--- src/rtl/multicycle_ctrl_if.sv ---
// multicycle_ctrl_if: control bundle between the multicycle FSM (master) and the datapath (slave)
interface multicycle_ctrl_if;
    logic [6:0] op;
    logic       zero;
    logic       memReady;
    logic       adrSrc;
    logic       irWrite;
    logic       pcWrite;
    logic       regWrite;
    logic       memWrite;
    logic [1:0] aluSrcA;
    logic [1:0] aluSrcB;
    logic [1:0] resSrc;
    logic [1:0] aluOp;
    logic [1:0] immSrc;
    logic       retire;
    logic       illegal;
    logic [3:0] state;
    modport master (
        input  op, zero, memReady,
        output adrSrc, irWrite, pcWrite, regWrite, memWrite, aluSrcA, aluSrcB,
               resSrc, aluOp, immSrc, retire, illegal, state
    );
    modport slave (
        output op, zero, memReady,
        input  adrSrc, irWrite, pcWrite, regWrite, memWrite, aluSrcA, aluSrcB,
               resSrc, aluOp, immSrc, retire, illegal, state
    );
endinterface

--- src/rtl/multicycle_ctrl.sv ---
// multicycle_ctrl: RV32I multicycle control FSM sequencing shared ALU, unified memory and register file
module multicycle_ctrl (
    input logic               clk,
    input logic               rst_n,
    multicycle_ctrl_if.master bus
);
    localparam logic [3:0] FETCH    = 4'd0;
    localparam logic [3:0] DECODE   = 4'd1;
    localparam logic [3:0] MEMADR   = 4'd2;
    localparam logic [3:0] MEMREAD  = 4'd3;
    localparam logic [3:0] MEMWB    = 4'd4;
    localparam logic [3:0] MEMWRITE = 4'd5;
    localparam logic [3:0] EXECUTER = 4'd6;
    localparam logic [3:0] EXECUTEI = 4'd7;
    localparam logic [3:0] ALUWB    = 4'd8;
    localparam logic [3:0] BEQ      = 4'd9;
    localparam logic [3:0] JAL      = 4'd10;
    localparam logic [3:0] TRAP     = 4'd15;
    localparam logic [6:0] OP_LW  = 7'd3;
    localparam logic [6:0] OP_SW  = 7'd35;
    localparam logic [6:0] OP_R   = 7'd51;
    localparam logic [6:0] OP_I   = 7'd19;
    localparam logic [6:0] OP_BEQ = 7'd99;
    localparam logic [6:0] OP_JAL = 7'd111;
    logic [3:0] stateQ, stateD, decodeNext;
    logic       illegalQ, pcUpdate, branch, irW, regW, memW, ret;
    always_ff @(posedge clk or negedge rst_n) begin
        if (!rst_n) begin
            stateQ   <= FETCH;
            illegalQ <= 1'b0;
        end else begin
            stateQ <= stateD;
            if (stateQ == DECODE && stateD == TRAP) illegalQ <= 1'b1;
        end
    end
    always_comb decodeNext = (bus.op == OP_LW || bus.op == OP_SW) ? MEMADR :
                             (bus.op == OP_R)   ? EXECUTER :
                             (bus.op == OP_I)   ? EXECUTEI :
                             (bus.op == OP_BEQ) ? BEQ :
                             (bus.op == OP_JAL) ? JAL : TRAP;
    always_comb begin
        stateD = stateQ;
        case (stateQ)
            FETCH:              stateD = bus.memReady ? DECODE : FETCH;
            DECODE:             stateD = decodeNext;
            MEMADR:             stateD = (bus.op == OP_LW) ? MEMREAD : MEMWRITE;
            MEMREAD:            stateD = bus.memReady ? MEMWB : MEMREAD;
            MEMWRITE:           stateD = bus.memReady ? FETCH : MEMWRITE;
            MEMWB, ALUWB, BEQ:  stateD = FETCH;
            EXECUTER, EXECUTEI: stateD = ALUWB;
            JAL:                stateD = ALUWB;
            default:            stateD = TRAP;
        endcase
    end
    always_comb begin
        bus.adrSrc  = 1'b0;
        bus.aluSrcA = 2'b00;
        bus.aluSrcB = 2'b00;
        bus.resSrc  = 2'b00;
        bus.aluOp   = 2'b00;
        irW         = 1'b0;
        pcUpdate    = 1'b0;
        branch      = 1'b0;
        regW        = 1'b0;
        memW        = 1'b0;
        ret         = 1'b0;
        case (stateQ)
            FETCH: begin
                bus.aluSrcB = 2'b10;
                bus.resSrc  = 2'b10;
                irW         = bus.memReady;
                pcUpdate    = bus.memReady;
            end
            DECODE: begin
                bus.aluSrcA = 2'b01;
                bus.aluSrcB = 2'b01;
            end
            MEMADR: begin
                bus.aluSrcA = 2'b10;
                bus.aluSrcB = 2'b01;
            end
            MEMREAD: bus.adrSrc = 1'b1;
            MEMWB: begin
                bus.resSrc = 2'b01;
                regW       = 1'b1;
                ret        = 1'b1;
            end
            MEMWRITE: begin
                bus.adrSrc = 1'b1;
                memW       = 1'b1;
                ret        = bus.memReady;
            end
            EXECUTER: begin
                bus.aluSrcA = 2'b10;
                bus.aluOp   = 2'b10;
            end
            EXECUTEI: begin
                bus.aluSrcA = 2'b10;
                bus.aluSrcB = 2'b01;
                bus.aluOp   = 2'b10;
            end
            ALUWB: begin
                regW = 1'b1;
                ret  = 1'b1;
            end
            BEQ: begin
                bus.aluSrcA = 2'b10;
                bus.aluOp   = 2'b01;
                branch      = 1'b1;
                ret         = 1'b1;
            end
            JAL: begin
                bus.aluSrcA = 2'b01;
                bus.aluSrcB = 2'b10;
                pcUpdate    = 1'b1;
            end
            default: ;
        endcase
    end
    // enables are masked by rst_n so they drop the instant reset asserts, even mid-cycle
    assign bus.irWrite  = rst_n & irW;
    assign bus.pcWrite  = rst_n & (pcUpdate | (branch & bus.zero));
    assign bus.regWrite = rst_n & regW;
    assign bus.memWrite = rst_n & memW;
    assign bus.retire   = rst_n & ret;
    assign bus.immSrc   = (bus.op == OP_SW)  ? 2'b01 :
                          (bus.op == OP_BEQ) ? 2'b10 :
                          (bus.op == OP_JAL) ? 2'b11 : 2'b00;
    assign bus.illegal  = illegalQ;
    assign bus.state    = stateQ;
endmodule

--- src/flat_wrapper.sv ---
// flat-port wrapper written by rule: the top's interface ports become plain ports
module multicycle_ctrl_flat 
  (clk, rst_n, bus_op, bus_zero, bus_memReady, bus_adrSrc, bus_irWrite, bus_pcWrite, bus_regWrite, bus_memWrite, bus_aluSrcA, bus_aluSrcB, bus_resSrc, bus_aluOp, bus_immSrc, bus_retire, bus_illegal, bus_state);
  multicycle_ctrl_if bus_i ();
  input logic clk;
  input logic rst_n;
  input wire logic [$bits(bus_i.op)-1:0] bus_op;
  input wire logic [$bits(bus_i.zero)-1:0] bus_zero;
  input wire logic [$bits(bus_i.memReady)-1:0] bus_memReady;
  output wire logic [$bits(bus_i.adrSrc)-1:0] bus_adrSrc;
  output wire logic [$bits(bus_i.irWrite)-1:0] bus_irWrite;
  output wire logic [$bits(bus_i.pcWrite)-1:0] bus_pcWrite;
  output wire logic [$bits(bus_i.regWrite)-1:0] bus_regWrite;
  output wire logic [$bits(bus_i.memWrite)-1:0] bus_memWrite;
  output wire logic [$bits(bus_i.aluSrcA)-1:0] bus_aluSrcA;
  output wire logic [$bits(bus_i.aluSrcB)-1:0] bus_aluSrcB;
  output wire logic [$bits(bus_i.resSrc)-1:0] bus_resSrc;
  output wire logic [$bits(bus_i.aluOp)-1:0] bus_aluOp;
  output wire logic [$bits(bus_i.immSrc)-1:0] bus_immSrc;
  output wire logic [$bits(bus_i.retire)-1:0] bus_retire;
  output wire logic [$bits(bus_i.illegal)-1:0] bus_illegal;
  output wire logic [$bits(bus_i.state)-1:0] bus_state;
  assign bus_i.op = bus_op;
  assign bus_i.zero = bus_zero;
  assign bus_i.memReady = bus_memReady;
  assign bus_adrSrc = bus_i.adrSrc;
  assign bus_irWrite = bus_i.irWrite;
  assign bus_pcWrite = bus_i.pcWrite;
  assign bus_regWrite = bus_i.regWrite;
  assign bus_memWrite = bus_i.memWrite;
  assign bus_aluSrcA = bus_i.aluSrcA;
  assign bus_aluSrcB = bus_i.aluSrcB;
  assign bus_resSrc = bus_i.resSrc;
  assign bus_aluOp = bus_i.aluOp;
  assign bus_immSrc = bus_i.immSrc;
  assign bus_retire = bus_i.retire;
  assign bus_illegal = bus_i.illegal;
  assign bus_state = bus_i.state;
  multicycle_ctrl u_core (.clk(clk), .rst_n(rst_n), .bus(bus_i));
endmodule
--- config.mk ---
export PLATFORM = sky130hd
export DESIGN_NAME = multicycle_ctrl_flat
export DESIGN_NICKNAME = d
export VERILOG_FILES = /design/src/rtl/multicycle_ctrl_if.sv /design/src/rtl/multicycle_ctrl.sv /design/src/flat_wrapper.sv
export SDC_FILE = /design/constraint.sdc
export NUM_CORES = 1
export LEC_CHECK = 0
export ABC_AREA = 1
export CORE_MARGIN = 2
export CORE_UTILIZATION = 35
export DETAILED_ROUTE_END_ITERATION = 8
export GPL_ROUTABILITY_DRIVEN = 0
export PLACE_DENSITY = 0.73
export SKIP_LAST_GASP = 1
export SLEW_MARGIN = 20
export SYNTH_ARGS = -nofsm -noshare
export SYNTH_HDL_FRONTEND = slang
export SYNTH_SLANG_ARGS = --single-unit
--- constraint.sdc ---
create_clock -name clk -period 3.2 [get_ports clk]
set_input_delay 0.64 -clock clk [delete_from_list [all_inputs] [get_ports clk]]
set_output_delay 0.64 -clock clk [all_outputs]
set_load 0.01 [all_outputs]
After elaboration in Yosys (flattened, before gate mapping)
Index checks and enable logic that the tools add are counted.
- mux-type cells: 24
- bitwise logic cells: 7
- reductions and logical operators: 12
- equal/unequal tests: 17
- operators with widths (cell ; number):
    $pmux 4 s7 ; 1
    $eq 4x3->1 const B ; 4
    $eq 4x4->1 const B ; 4
    $mux 4 ; 4
    $pmux 2 s2 ; 4
    $eq 7x6->1 const B ; 2
    $eq 7x7->1 const B ; 2
    $mux 3 ; 4
    $reduce_or 2->1 ; 5
    $reduce_or 3->1 ; 3
    $eq 4x2->1 const B ; 2
    $eq 7x2->1 const B ; 1
    $eq 7x5->1 const B ; 1
    $and 1x1->1 ; 6
    $mux 1 ; 6
    $mux 2 ; 3
    $eq 4x1->1 const B ; 1
    $logic_not 4->1 ; 1
    $pmux 1 s2 ; 2
    $reduce_or 4->1 ; 1
    $logic_and 1x1->1 ; 1
    $logic_or 1x1->1 ; 1
    $or 1x1->1 ; 1
- register bits: 5
- bits of input ports: 11
- output and inout port bits: 21

Logic depth before layout (Yosys ltp)
- word-level depth: 9
- gate-level depth with buffers: 10

Least setup slack after synthesis
OpenSTA, ideal clock, no wires.
- kind: register to output
- from: register u_core.stateQ[1] (netlist: u_core.bus.state[1])
- to: output bus_pcWrite
- required time: 2560 ps
- setup slack: 1378 ps
- data arrival time: 1182 ps
- cell stages (with the launch flop): 6
- path through: dfrtp_1 > nor2_2 > inv_2 > nor2_2 > nand2_1 > a31oi_1
- cells in the longest elaborated chain, start to end: 5
- elaborated cells on any way between the ends: 8
- classes of those cells: eq/ne: 2; mux: 2; bitwise: 3; reduce/logical: 1
- RTL lines (item ; RTL line ; source):
    from (decl) ; multicycle_ctrl.sv:25 ; logic [3:0] stateQ, stateD, decodeNext;
    from (signal assigned) ; multicycle_ctrl.sv:32 ; stateQ <= stateD;
    $eq 4x4->1 ; multicycle_ctrl.sv:67 ; case (stateQ)
    $mux 1 ; multicycle_ctrl.sv:67 ;
    $and 1x1->1 ; multicycle_ctrl.sv:122 ; assign bus.pcWrite = rst_n & (pcUpdate | (branch & bus.zero));
    $or 1x1->1 * ; multicycle_ctrl.sv:122 ;
    $and 1x1->1 * ; multicycle_ctrl.sv:122 ;
    to (decl) ; flat_wrapper.sv:12 ; output wire logic [$bits(bus_i.pcWrite)-1:0] bus_pcWrite;
Every way passes the cells marked *; elsewhere a longest branch is shown, timed or not.

Final worst setup path
- from: input bus_op[6]
- to: output bus_immSrc[1]
- cells in the longest elaborated chain, start to end: 4
- elaborated cells on any way between the ends: 6
- classes of those cells: eq/ne: 3; mux: 3
- RTL lines (item ; RTL line ; source):
    from (decl) ; flat_wrapper.sv:7 ; input wire logic [$bits(bus_i.op)-1:0] bus_op;
    $eq 7x7->1 ; multicycle_ctrl.sv:128 ; (bus.op == OP_JAL) ? 2'b11 : 2'b00;
    $mux 2 ; multicycle_ctrl.sv:128 ;
    $mux 2 ; multicycle_ctrl.sv:127 ; (bus.op == OP_BEQ) ? 2'b10 :
    $mux 2 * ; multicycle_ctrl.sv:126 ; assign bus.immSrc = (bus.op == OP_SW) ? 2'b01 :
    to (decl) ; flat_wrapper.sv:19 ; output wire logic [$bits(bus_i.immSrc)-1:0] bus_immSrc;
Marks and branches as above.

==> metrics.json <==
{
  "run_status": "finished, final reports clean",
  "timing.critical_path.max_delay_family": "buffers and inverters",
  "cts.htree.levels": 1,
  "yosys-top-cells-count": "sky130_fd_sc_hd__nand2_1, sky130_fd_sc_hd__inv_1, sky130_fd_sc_hd__nor2_1",
  "achievable-frequency_mhz": 362,
  "initial_drt_pass_iterations": 4,
  "placeableCoreArea_um2": 1510,
  "wire_length_of_the_first_global_routing_pass_mm": 2.57,
  "drv.max_cap_violation_count": 0,
  "rsz0062_at_grt": "no",
  "postCtsHoldBufs": 0,
  "min_delay_path_depth": 2,
  "required_ns": 2.56,
  "post_cts.repair.setup_buffers": 0,
  "timing.setup.tns_ns": 0,
  "design.final.nets": 150,
  "route.detailed.wl_per_inst_um": 9.75,
  "ff_latch_area_um2": 125,
  "tightest_slew_ns": 0.271,
  "wl_mm": 1.50,
  "worst-path-max-fanout": 5,
  "p_int_uw": 124,
  "synthesis.instances": 103,
  "type_of_the_worst_setup_path": "input pin to primary output",
  "async_set_reset_flop_share_out_of_synthesis_pct": 100,
  "netSwitchingFraction_pct": 21.4,
  "final_period_minus_worst_setup_slack_ns": 2.76,
  "switching_power_uw": 33.8,
  "floorplan.die.width_um": 44.1,
  "timing.hold.worst.start": "u_core.bus.illegal$_DFFE_PN0P_",
  "routed-via-count": 723,
  "comb_power_share_pct": 14.8,
  "drt_first_iter_violations": 8,
  "final-hold-violation-count": 0,
  "antenna_cells_inserted": 0,
  "multi_input_gate_area_in_the_final_layout_um2": 347,
  "worst_r2r_endpoint": "u_core.bus.illegal$_DFFE_PN0P_",
  "hold_end": "u_core.bus.illegal$_DFFE_PN0P_",
  "power.ir.vdd_worst_uv": 177,
  "fin_worst_hold_slack_ns": 0.470,
  "synthesis.yosys.warnings": 0,
  "areaGrowthSynthToFinish_pct": 63.5,
  "min_path_type": "register to register",
  "final_antenna_net_count": 0,
  "cp_cell_sequence": "clkdlybuf4s50_1, inv_1, nor2_1, nand2_1, nand2_1, clkdlybuf4s50_1",
  "synth_top_flop_cell": "sky130_fd_sc_hd__dfrtp_1",
  "post-synth-top-area-fraction_pct": 22.3,
  "finClkSkew_ns": 0.00324,
  "clock_power_share_pct": 44.9,
  "post-synth-top-area-cell": "sky130_fd_sc_hd__dfrtp_1",
  "final_core_util_pct": 61.0,
  "cpPeakStageDelay_ns": 0.54,
  "effective_utilization_at_floorplan_pct": 37.3,
  "netlist_area_um2": 562,
  "worst-r2r-setup-slack_ns": 1.86,
  "pwr-share-seq_pct": 40.3,
  "clk_lat_worst_skew_ns": 0.24,
  "place_hpwl_mm": 1.30,
  "buffers_from_clock_root_to_sink_at_most": 2,
  "io_pins": 32,
  "clock_tree.root_cell": "sky130_fd_sc_hd__clkbuf_4",
  "synth.ff_latch_count": 5,
  "layout_worst_path_cycle_share_pct": 86.4,
  "numCtsBuffers": 3,
  "syn_nets": 114,
  "rr_worst_depth": 7,
  "setup-violations-final": 0,
  "std_cell_rows": 14,
  "netlist-cell-type-count": 18,
  "final.fill_count": 158,
  "globalRouteOverflowTotal": 0,
  "worst_ep_arrival_time_ns": 2.12,
  "netlist_top_cells_area": "sky130_fd_sc_hd__dfrtp_1, sky130_fd_sc_hd__nand2_1, sky130_fd_sc_hd__inv_1",
  "grt_antenna_before_repair": 0,
  "vias_cell": 4.69,
  "power.leakage_nw": 0.431,
  "tritoncts_num_sinks": 5,
  "grt_max_degree": 8,
  "worst_setup_path_end_kind": "primary output",
  "groute.usage.overall_pct": 17.4,
  "clk_pin_slew_worst_paths_ns": 0.04,
  "crit_buf_inv": 3,
  "yosysSeqAreaShare_pct": 22.3,
  "slew_headroom_pct": 81.9,
  "post_route_cells_drive_above_1_share_pct": 10.1,
  "timing.critical_path.slowest_stage_cell": "sky130_fd_sc_hd__clkdlybuf4s50_1",
  "die_height_um": 44.1,
  "io_buffer_count": 31,
  "first_global_vias": 662,
  "worstReg2RegStart": "u_core.bus.state[1]$_DFF_PN0_",
  "tritoncts_clock_tree": "built",
  "finalMaxSlewViolations": 0,
  "post_cts.resized_instances": 0,
  "floorplan.die_area_um2": 1940,
  "drcViolationCount": 0,
  "synthMostInstantiatedCell": "sky130_fd_sc_hd__nand2_1",
  "setup.worst_path.start_class": "input pin",
  "synth-edff-count": 0,
  "cellPowerDensity_nw_per_um2": 172,
  "synthesis.area_per_instance_um2": 5.45
}
[tightest hold or removal path, stage by stage (launching register included)]
cell and delay [ns]:
sky130_fd_sc_hd__dfrtp_1 0.34, sky130_fd_sc_hd__inv_1 0.04, sky130_fd_sc_hd__nand2_1 0.06
[routing by layer]
metal / vias to the layer above / part of all wire (%) / global-route usage (%)
li1: 387 / - / -
met1: 311 / 42 / 19.6
met2: 25 / 52 / 32.9
met3: 0 / 5.7 / 4.08
met4: 0 / 0 / 3.64
met5: - / 0 / 0
[worst max path at each step]
stage,start,end,slack [ns],cells past startpoint
detailed placement,rst_n,bus_pcWrite,0.42,4
finish,bus_op[6],bus_immSrc[1],0.44,6
CTS,rst_n,bus_pcWrite,0.42,4
global placement,rst_n,bus_pcWrite,0.44,4
floorplan,u_core.bus.state[1]$_DFF_PN0_,bus_pcWrite,1.38,5
global route,rst_n,bus_pcWrite,0.33,4
[area by class of cell]
cell class / instances / area share, %
clock buffers: 4 / 2.86
inverters: 24 / 9.81
repair buffers: 31 / 33.8
flip-flops and latches: 5 / 13.6
multi-input cells: 74 / 37.7
well taps: 16 / 2.18
[through the flow]
step	area [um^2]	worst slack [ns]	cells	power, mW
3_3_place_gp	892	0.444	150	0.0874
6_report	918	0.436	154	0.158
5_1_grt	918	0.326	154	0.168
2_1_floorplan	562	1.38	103	0.0713
3_5_place_dp	892	0.418	150	0.0879
4_1_cts	918	0.423	154	0.160
[sequential cells by signal, summed over array words and instances (netlist names)]
signal              flops
u_core.bus.illegal      1
u_core.bus.state        4
[cells in the final DEF, fill, tap and decap left out]
cell	n
sky130_fd_sc_hd__nor2_1	18
sky130_fd_sc_hd__clkbuf_1	1
sky130_fd_sc_hd__inv_2	2
sky130_fd_sc_hd__nor2_2	3
sky130_fd_sc_hd__inv_1	22
sky130_fd_sc_hd__nor3_1	1
sky130_fd_sc_hd__dfrtp_1	5
sky130_fd_sc_hd__o21ai_1	1
sky130_fd_sc_hd__a21oi_1	3
sky130_fd_sc_hd__o2111ai_1	1
sky130_fd_sc_hd__nand2_2	2
sky130_fd_sc_hd__nand2_1	28
sky130_fd_sc_hd__clkdlybuf4s50_1	31
sky130_fd_sc_hd__o21ai_0	3
sky130_fd_sc_hd__nand3_2	2
sky130_fd_sc_hd__a31oi_1	1
sky130_fd_sc_hd__nand3_1	8
sky130_fd_sc_hd__o21ai_2	1
sky130_fd_sc_hd__nor2_4	1
sky130_fd_sc_hd__o211ai_1	1
sky130_fd_sc_hd__clkbuf_4	3
[cell families after synthesis]
kind of cell / share of synthesized area (%)
and+or+nand+nor: 49.9
buffers and inverters: 16.0
AOI/OAI and AO/OA: 11.8
DFF: 22.3
[power by group through the flow]
stage               clock [mW]  sequential (mW)  combinational [mW]
floorplan                    0           0.0644             0.00690
global placement             0           0.0644              0.0230
detailed placement           0           0.0644              0.0235
CTS                     0.0728           0.0635              0.0236
global route            0.0783           0.0634              0.0263
finish                  0.0708           0.0635              0.0233
No activity file was read; power rests on OpenSTA's default activity.
